[src/rtl/cordic_cmd_deframer.sv]
// Command deframer between the UART RX and the CORDIC core: hunts for SYNC,
// assembles {SYNC, HI, LO, CHK}, verifies the XOR checksum and hands off the angle.
module cordic_cmd_deframer #(
   parameter int          DATA_W      = 16,
   parameter logic [7:0]  SYNC_BYTE   = 8'hA5,
   parameter int          TIMEOUT_CYC = 2000
) (
   input  logic              i_clk,
   input  logic              i_rst_n,
   input  logic              i_rx_valid,
   input  logic [7:0]        i_rx_data,
   output logic [DATA_W-1:0] o_angle,
   output logic              o_valid,
   input  logic              i_ready,
   output logic              o_chk_err,
   output logic              o_timeout,
   output logic              o_overrun,
   output logic [7:0]        o_err_cnt
);

   localparam int               CNT_W   = $clog2(TIMEOUT_CYC);
   localparam logic [CNT_W-1:0] CNT_MAX = CNT_W'(TIMEOUT_CYC - 1);

   typedef enum logic [2:0] {
      S_IDLE = 3'd0,
      S_MSB  = 3'd1,
      S_LSB  = 3'd2,
      S_CHK  = 3'd3,
      S_HOLD = 3'd4
   } state_e;

   function automatic logic [7:0] frame_chk(input logic [7:0] hi, input logic [7:0] lo);
      return SYNC_BYTE ^ hi ^ lo;
   endfunction

   state_e            state_q;
   logic [7:0]        hi_q;
   logic [7:0]        lo_q;
   logic [CNT_W-1:0]  tmo_cnt_q;
   logic [DATA_W-1:0] angle_q;
   logic              valid_q;
   logic              chk_err_q;
   logic              timeout_q;
   logic              overrun_q;
   logic [7:0]        err_cnt_q;

   logic in_frame_s;
   logic chk_bad_s;
   logic tmo_hit_s;
   logic ovr_s;
   logic err_s;

   // Error conditions of the current cycle; a byte always beats a timeout.
   always_comb begin
      in_frame_s = (state_q == S_MSB) || (state_q == S_LSB) || (state_q == S_CHK);
      chk_bad_s  = (state_q == S_CHK) && i_rx_valid && (i_rx_data != frame_chk(hi_q, lo_q));
      tmo_hit_s  = in_frame_s && !i_rx_valid && (tmo_cnt_q == CNT_MAX);
      ovr_s      = (state_q == S_HOLD) && i_rx_valid && !i_ready;
      err_s      = chk_bad_s || tmo_hit_s || ovr_s;
   end

   // Frame FSM with registered outputs, error pulses and saturating error count.
   always_ff @(posedge i_clk or negedge i_rst_n) begin
      if (!i_rst_n) begin
         state_q   <= S_IDLE;
         hi_q      <= 8'h00;
         lo_q      <= 8'h00;
         tmo_cnt_q <= '0;
         angle_q   <= '0;
         valid_q   <= 1'b0;
         chk_err_q <= 1'b0;
         timeout_q <= 1'b0;
         overrun_q <= 1'b0;
         err_cnt_q <= 8'h00;
      end else begin
         chk_err_q <= chk_bad_s;
         timeout_q <= tmo_hit_s;
         overrun_q <= ovr_s;
         if (err_s && (err_cnt_q != 8'hFF)) begin
            err_cnt_q <= err_cnt_q + 8'd1;
         end
         case (state_q)
            S_IDLE: begin
               tmo_cnt_q <= '0;
               if (i_rx_valid && (i_rx_data == SYNC_BYTE)) begin
                  state_q <= S_MSB;
               end
            end
            S_MSB: begin
               if (i_rx_valid) begin
                  hi_q      <= i_rx_data;
                  tmo_cnt_q <= '0;
                  state_q   <= S_LSB;
               end else if (tmo_hit_s) begin
                  tmo_cnt_q <= '0;
                  state_q   <= S_IDLE;
               end else begin
                  tmo_cnt_q <= tmo_cnt_q + 1'b1;
               end
            end
            S_LSB: begin
               if (i_rx_valid) begin
                  lo_q      <= i_rx_data;
                  tmo_cnt_q <= '0;
                  state_q   <= S_CHK;
               end else if (tmo_hit_s) begin
                  tmo_cnt_q <= '0;
                  state_q   <= S_IDLE;
               end else begin
                  tmo_cnt_q <= tmo_cnt_q + 1'b1;
               end
            end
            S_CHK: begin
               if (i_rx_valid) begin
                  tmo_cnt_q <= '0;
                  if (chk_bad_s) begin
                     state_q <= S_IDLE;
                  end else begin
                     angle_q <= {hi_q, lo_q};
                     valid_q <= 1'b1;
                     state_q <= S_HOLD;
                  end
               end else if (tmo_hit_s) begin
                  tmo_cnt_q <= '0;
                  state_q   <= S_IDLE;
               end else begin
                  tmo_cnt_q <= tmo_cnt_q + 1'b1;
               end
            end
            S_HOLD: begin
               tmo_cnt_q <= '0;
               // A byte coinciding with the handshake is judged as if in IDLE.
               if (i_ready) begin
                  valid_q <= 1'b0;
                  if (i_rx_valid && (i_rx_data == SYNC_BYTE)) begin
                     state_q <= S_MSB;
                  end else begin
                     state_q <= S_IDLE;
                  end
               end
            end
            default: begin
               state_q   <= S_IDLE;
               valid_q   <= 1'b0;
               tmo_cnt_q <= '0;
            end
         endcase
      end
   end

   assign o_angle   = angle_q;
   assign o_valid   = valid_q;
   assign o_chk_err = chk_err_q;
   assign o_timeout = timeout_q;
   assign o_overrun = overrun_q;
   assign o_err_cnt = err_cnt_q;

endmodule

[config.mk]
export PLATFORM = sky130hd
export DESIGN_NAME = cordic_cmd_deframer
export DESIGN_NICKNAME = d
export VERILOG_FILES = /design/src/rtl/cordic_cmd_deframer.sv
export SDC_FILE = /design/constraint.sdc
export NUM_CORES = 1
export LEC_CHECK = 0
export ABC_AREA = 1
export CORE_MARGIN = 1
export CORE_UTILIZATION = 49
export CTS_CLUSTER_SIZE = 20
export DETAILED_ROUTE_END_ITERATION = 12
export PLACE_DENSITY = 0.78
export SYNTH_ARGS = -nofsm -noshare
export SYNTH_HDL_FRONTEND = slang
export SYNTH_SLANG_ARGS = --single-unit
[constraint.sdc]
create_clock -name i_clk -period 1.7 [get_ports i_clk]
set_clock_uncertainty 0.15 [all_clocks]
set_input_delay 0.51 -clock i_clk [delete_from_list [all_inputs] [get_ports i_clk]]
set_output_delay 0.51 -clock i_clk [all_outputs]
set_load 0.01 [all_outputs]
Yosys cells after proc, flatten, opt, wreduce, memory -nomap -nowiden
Index checks and enable logic that the tools add are counted.
- register bits: 58
- bits in latches: 0
- memory bits (writable): 0
- memory bits (read-only): 0
- input bits: 12
- output and inout port bits: 28
- word-level logic and storage cells: 66
- memories: 0
- add/sub/neg operators: 2
- multipliers: 0
- div/mod/pow operators: 0
- order comparisons: 0
- eq/ne operators: 12
- shifts and indexed selects: 0
- muxes and demuxes: 16
- bitwise logic cells: 4
- reduce and logical (&&, ||, !) cells: 22
- operators with widths (kind ; number):
    $mux 11 ; 3
    $mux 3 ; 7
    $pmux 3 s5 ; 1
    $add 11x1->11 const B ; 1
    $eq 11x11->1 const B ; 1
    $add 8x1->8 const B ; 1
    $eq 8x8->1 const B ; 1
    $logic_and 1x1->1 ; 8
    $ne 2x2->1 const B ; 4
    $ne 8x8->1 ; 1
    $ne 8x8->1 const B ; 1
    $xor 8x8->8 ; 1
    $eq 3x2->1 const B ; 2
    $reduce_and 2->1 ; 3
    $reduce_or 3->1 ; 2
    $logic_or 1x1->1 ; 4
    $mux 1 ; 4
    $not 4->4 ; 1
    $reduce_and 4->1 ; 1
    $eq 3x1->1 const B ; 1
    $eq 3x3->1 const B ; 1
    $logic_not 3->1 ; 1
    $pmux 1 s3 ; 1
    $reduce_and 3->1 ; 1
    2 further kinds ; 4

Longest topological paths before layout
- depth in word-level cells: 8
- mapped depth: 13
- mapped depth without buffers: 13

Worst setup path before layout
No wires, ideal clock.
- path type: input port to flip-flop
- start: in i_rx_data[3]
- end: reg angle_q[12], in the netlist o_angle[12]
- setup time: 0.118 ns
- arrival time: 1.346 ns
- data required time: 1.432 ns
- path slack: 0.086 ns
- stages: 11
- buffers on the path: 1
- cell sequence: inv_2 nand2_1 nand2_1 nand2_1 nand2_1 nand2_1 nor2_2 nand3_2 buf_6 nand2_1 o21ai_2
- cells in the longest elaborated chain, start to end: 4
- RTL lines (element ; RTL line ; RTL):
    start: declaration ; 11 ; input logic [7:0] i_rx_data,
    $ne 8x8->1 ; 56 ; chk_bad_s = (state_q == S_CHK) && i_rx_valid && (i_rx_data != frame_chk(hi_q, lo_q));
    $logic_and 1x1->1 ; 56 ;
    $not 1->1 (no line) ; n/a ;
    $reduce_and 3->1 (no line) ; n/a ;
    end signal: assignment ; 119 ; angle_q <= {hi_q, lo_q};
    end: declaration ; 40 ; logic [DATA_W-1:0] angle_q;
No other way between the ends.
A chain may end at the register's enable or synchronous reset.

Worst setup path after layout
- start: reg tmo_cnt_q[0]
- end: reg err_cnt_q[3], in the netlist o_err_cnt[3]
- cells in the longest elaborated chain, start to end: 5
- RTL lines (element ; RTL line ; RTL):
    start: declaration ; 39 ; logic [CNT_W-1:0] tmo_cnt_q;
    start signal: assignment ; 98 ; tmo_cnt_q <= tmo_cnt_q + 1'b1;
    start signal: assignment ; 110 ; tmo_cnt_q <= tmo_cnt_q + 1'b1;
    start signal: assignment ; 127 ; tmo_cnt_q <= tmo_cnt_q + 1'b1;
    $eq 11x11->1 ; 57 ; tmo_hit_s = in_frame_s && !i_rx_valid && (tmo_cnt_q == CNT_MAX);
    $logic_and 1x1->1 ; 57 ;
    $logic_or 1x1->1 (2 in series) ; 59 ; err_s = chk_bad_s || tmo_hit_s || ovr_s;
    $logic_and 1x1->1 ; 79 ; if (err_s && (err_cnt_q != 8'hFF)) begin
    end signal: assignment ; 80 ; err_cnt_q <= err_cnt_q + 8'd1;
    end: declaration ; 45 ; logic [7:0] err_cnt_q;
No other way between the ends.

==> run_results.csv <==
group,metric,value,unit
outcome,status,"finished with violations",
outcome,violations,"setup timing",
setup_path,cp-end-kind,"flop",
setup_path,crit_type,"flop to flop",
worst_hold_path,worstHoldStart,"o_angle[10]",
yosys,synth_top_area_frac,0.507,
global_route,overflow,0,
timing,post-route-period-util,1.01,
finish,drive_gt1_frac,0.297,
drt,vias,2737,
finish,area_growth,41.4,%
setup_path,critPathArrivalTime,1790,ps
worst_hold_path,hp-class,"flop to flop",
clock_tree,clk_pin_slew,60,ps
yosys,netlist_area,0.00287,mm2
drt,wire_per_inst,13.3,um
yosys,synthTopCellsByArea,"dfrtp_1 (51%), nand2_1 (16%), inv_1 (5.5%)",
setup_path,r2r_start,"tmo_cnt_q[0]",
power,power.total,0.00463,W
yosys,netlist.top_cell.by_area,"dfrtp_1",
clock_tree,cts-root-buf,"clkbuf_8",
yosys,avgSynthCellArea,8.16,um2
yosys,yosysWarningCount,0,
place,dpl_worst_slack,-586,ps
power,p_per_area,1140,mW/mm2
drt,ant_nets,0,
finish,fin_nets,463,
drt,drt-total-wl,6990,um
worst_hold_path,hold_path_end,"o_angle[10]",
setup_path,worstRegToRegCells,10,
setup_path,required,1770,ps
setup_path,cp_slowest_cell,"dfrtp_1",
floorplan,rows,27,
yosys,yosysSeqAreaShare,0.507,
finish,diodes,0,
place,globalplace.congestion,0.850,
floorplan,core,0.00557,mm2
finish,fillers,412,
yosys,synth.distinct_cells,28,
timing,max_slew_margin,0.722,
worst_hold_path,min_path_cells,2,
clock_tree,cts.path.max_buffers,2,
clock_tree,cts_sinks,58,
drt,drt_iter0_drc,158,
finish,final_cells,526,
timing,fin_crit,1720,ps
setup_path,rrSetupSlack,-20,ps
timing,grt_setup_unrepaired,"true",
floorplan,start_util,0.514,
setup_path,r2r-end,"o_err_cnt[3]",
drt,firstDrtPassIters,5,
timing,drv_slew,0,
global_route,grt_pass1_wl,11200,um
place,port_buffers,39,
setup_path,cp-start-kind,"flop",
floorplan,die_height,78.5,um
global_route,grt.total_usage,0.237,
timing,finalHoldViolCount,0,
power,p_leak,2.15,nW
clock_tree,clock_latency,340,ps
flow_run,maxCapViolCount,0,
timing,worst-slew-pin-transition,416,ps
place,hpwlAfterDp,4500,um
yosys,syn_nets,365,
floorplan,io_pins,40,
setup_path,worstPathCellList,"ha_2 > nand3_2 > inv_2 > nand4_1 > nor2_4 > nor2_4 > nand2_8 > nand2_8 > nand2_1 > nand2_1",
drt,viasPerCell,5.20,
setup_path,crit_start,"tmo_cnt_q[0]",
global_route,grt_pass1_vias,2565,
yosys,synthCells,351,
place,placed_cells,490,
timing,layout_setup_ws,-23.8,ps
yosys,yosys_register_bits,58,
timing,fmax,580,MHz
clock_tree,cts_buffers,9,
floorplan,chipWidth,78.5,um
drt,drc,0,
floorplan,die_area,0.00616,mm2
clock_tree,cts_tree,"yes",
global_route,grt_max_degree,25,
global_route,antenna_found_initial,0,
setup_path,worstPathMaxFanout,8,
power,ir_worst_vdd,942,uV
setup_path,max_stage_delay,360,ps
timing,setup_viol,3,
clock_tree,htree_levels,3,
==> worst max-delay path by stage <==
stage,end,slack [ps]
4_1_cts,o_err_cnt[3],-10
2_1_floorplan,o_angle[12],90
3_3_place_gp,o_err_cnt[2],-490
3_5_place_dp,o_err_cnt[1],-590
6_report,o_err_cnt[3],-20
5_1_grt,o_err_cnt[4],-100
==> state kept, by name, indices dropped and copies added, names as in the netlist, 3 cells and up <==
signal	count
lo_q	8
state_q	3
o_err_cnt	8
tmo_cnt_q	11
o_angle	16
hi_q	8
==> critical path, delay by kind of cell (launching register included) <==
kind / cells / cell delay (ps)
AND/OR/NAND/NOR: 8 / 820
flip-flops: 1 / 360
adder cells (fa/ha/maj): 1 / 200
buffers and inverters: 1 / 80
==> per-stage QoR <==
step	util	cell area, um2	setup TNS [ps]	hold slack, ps
after floorplan	-	2870	0	64.4
after global placement	0.643	3580	-18830	316
after detailed placement	0.643	3580	-20960	319
after CTS	0.682	3800	-14.5	334
after global routing	0.727	4050	-1200	354
final	0.727	4050	-44.5	329
==> cells in the mapped netlist (all sizes together) <==
library cell,count
nor3,9
nand2,122
buf,3
nand3,29
clkbuf,2
a21oi,4
a31oi,2
nor4,2
xnor2,2
inv,46
o21ai,35
xor2,6
dfrtp,58
ha,2
nor2,22
nand4,3
nand3b,1
or2,1
nor3b,1
o21a,1
==> cell type report <==
type / count / area, um2 / share of cell area
repair buffers: 90 / 793 / 0.196
inverters: 46 / 173 / 0.0426
clock inverters: 3 / 15.0 / 0.00371
well taps: 72 / 90.1 / 0.0222
flip-flops and latches: 58 / 1450 / 0.359
multi-input cells: 244 / 1380 / 0.340
clock buffers: 13 / 149 / 0.0368
==> cell families after synthesis <==
kind of cell             after synthesis  synth area share
XOR/XNOR                               8            0.0245
AO/OA/AOI/OAI                         42            0.0921
buffers and inverters                 51            0.0747
adder cells (fa/ha/maj)                2           0.00873
flip-flops                            58             0.507
AND/OR/NAND/NOR                      190             0.293
==> power by group <==
part / switching (W) / internal (W) / total (W) / leakage [nW]
clock: 0.000530 / 0.000562 / 0.00109 / 0.0872
combinational: 0.000973 / 0.000681 / 0.00165 / 1.28
sequential: 0.000241 / 0.00164 / 0.00188 / 0.779
total: 0.00174 / 0.00289 / 0.00463 / 2.15
==> cell usage in the layout, fill, tap and decap left out, types with 6 or more instances in the layout <==
cell	synthesis	layout
nand2_1	119	104
dfrtp_1	58	57
buf_4	0	45
inv_1	42	31
dlygate4sd2_1	0	29
nand3_1	27	26
o21ai_2	13	16
o21ai_0	19	16
inv_2	4	15
nand2_2	1	15
nor2_1	16	12
clkbuf_8	0	10
clkdlybuf4s15_1	0	8
nor2_4	0	7
nor3_1	7	6
xor2_1	6	6
==> repair_timing <==
item | in CTS | in global routing
hold buffers | 1 | 0
cloned | 2 | 1
pin swaps | 7 | 14
setup buffers | 7 | 9
endpoints found under the hold margin | 14 | 0
endpoints found under the setup margin | 56 | 36
resized for setup | 49 | 53
==> per-layer routing <==
metal	global-route usage	routed length (um)	vias to the layer above
met5	0	0	-
met1	0.292	2960	1318
met3	0.0686	398	16
li1	-	-	1316
met4	0.0981	128	0
met2	0.389	3500	87
Note: power is estimated with default switching activity, not from simulation.
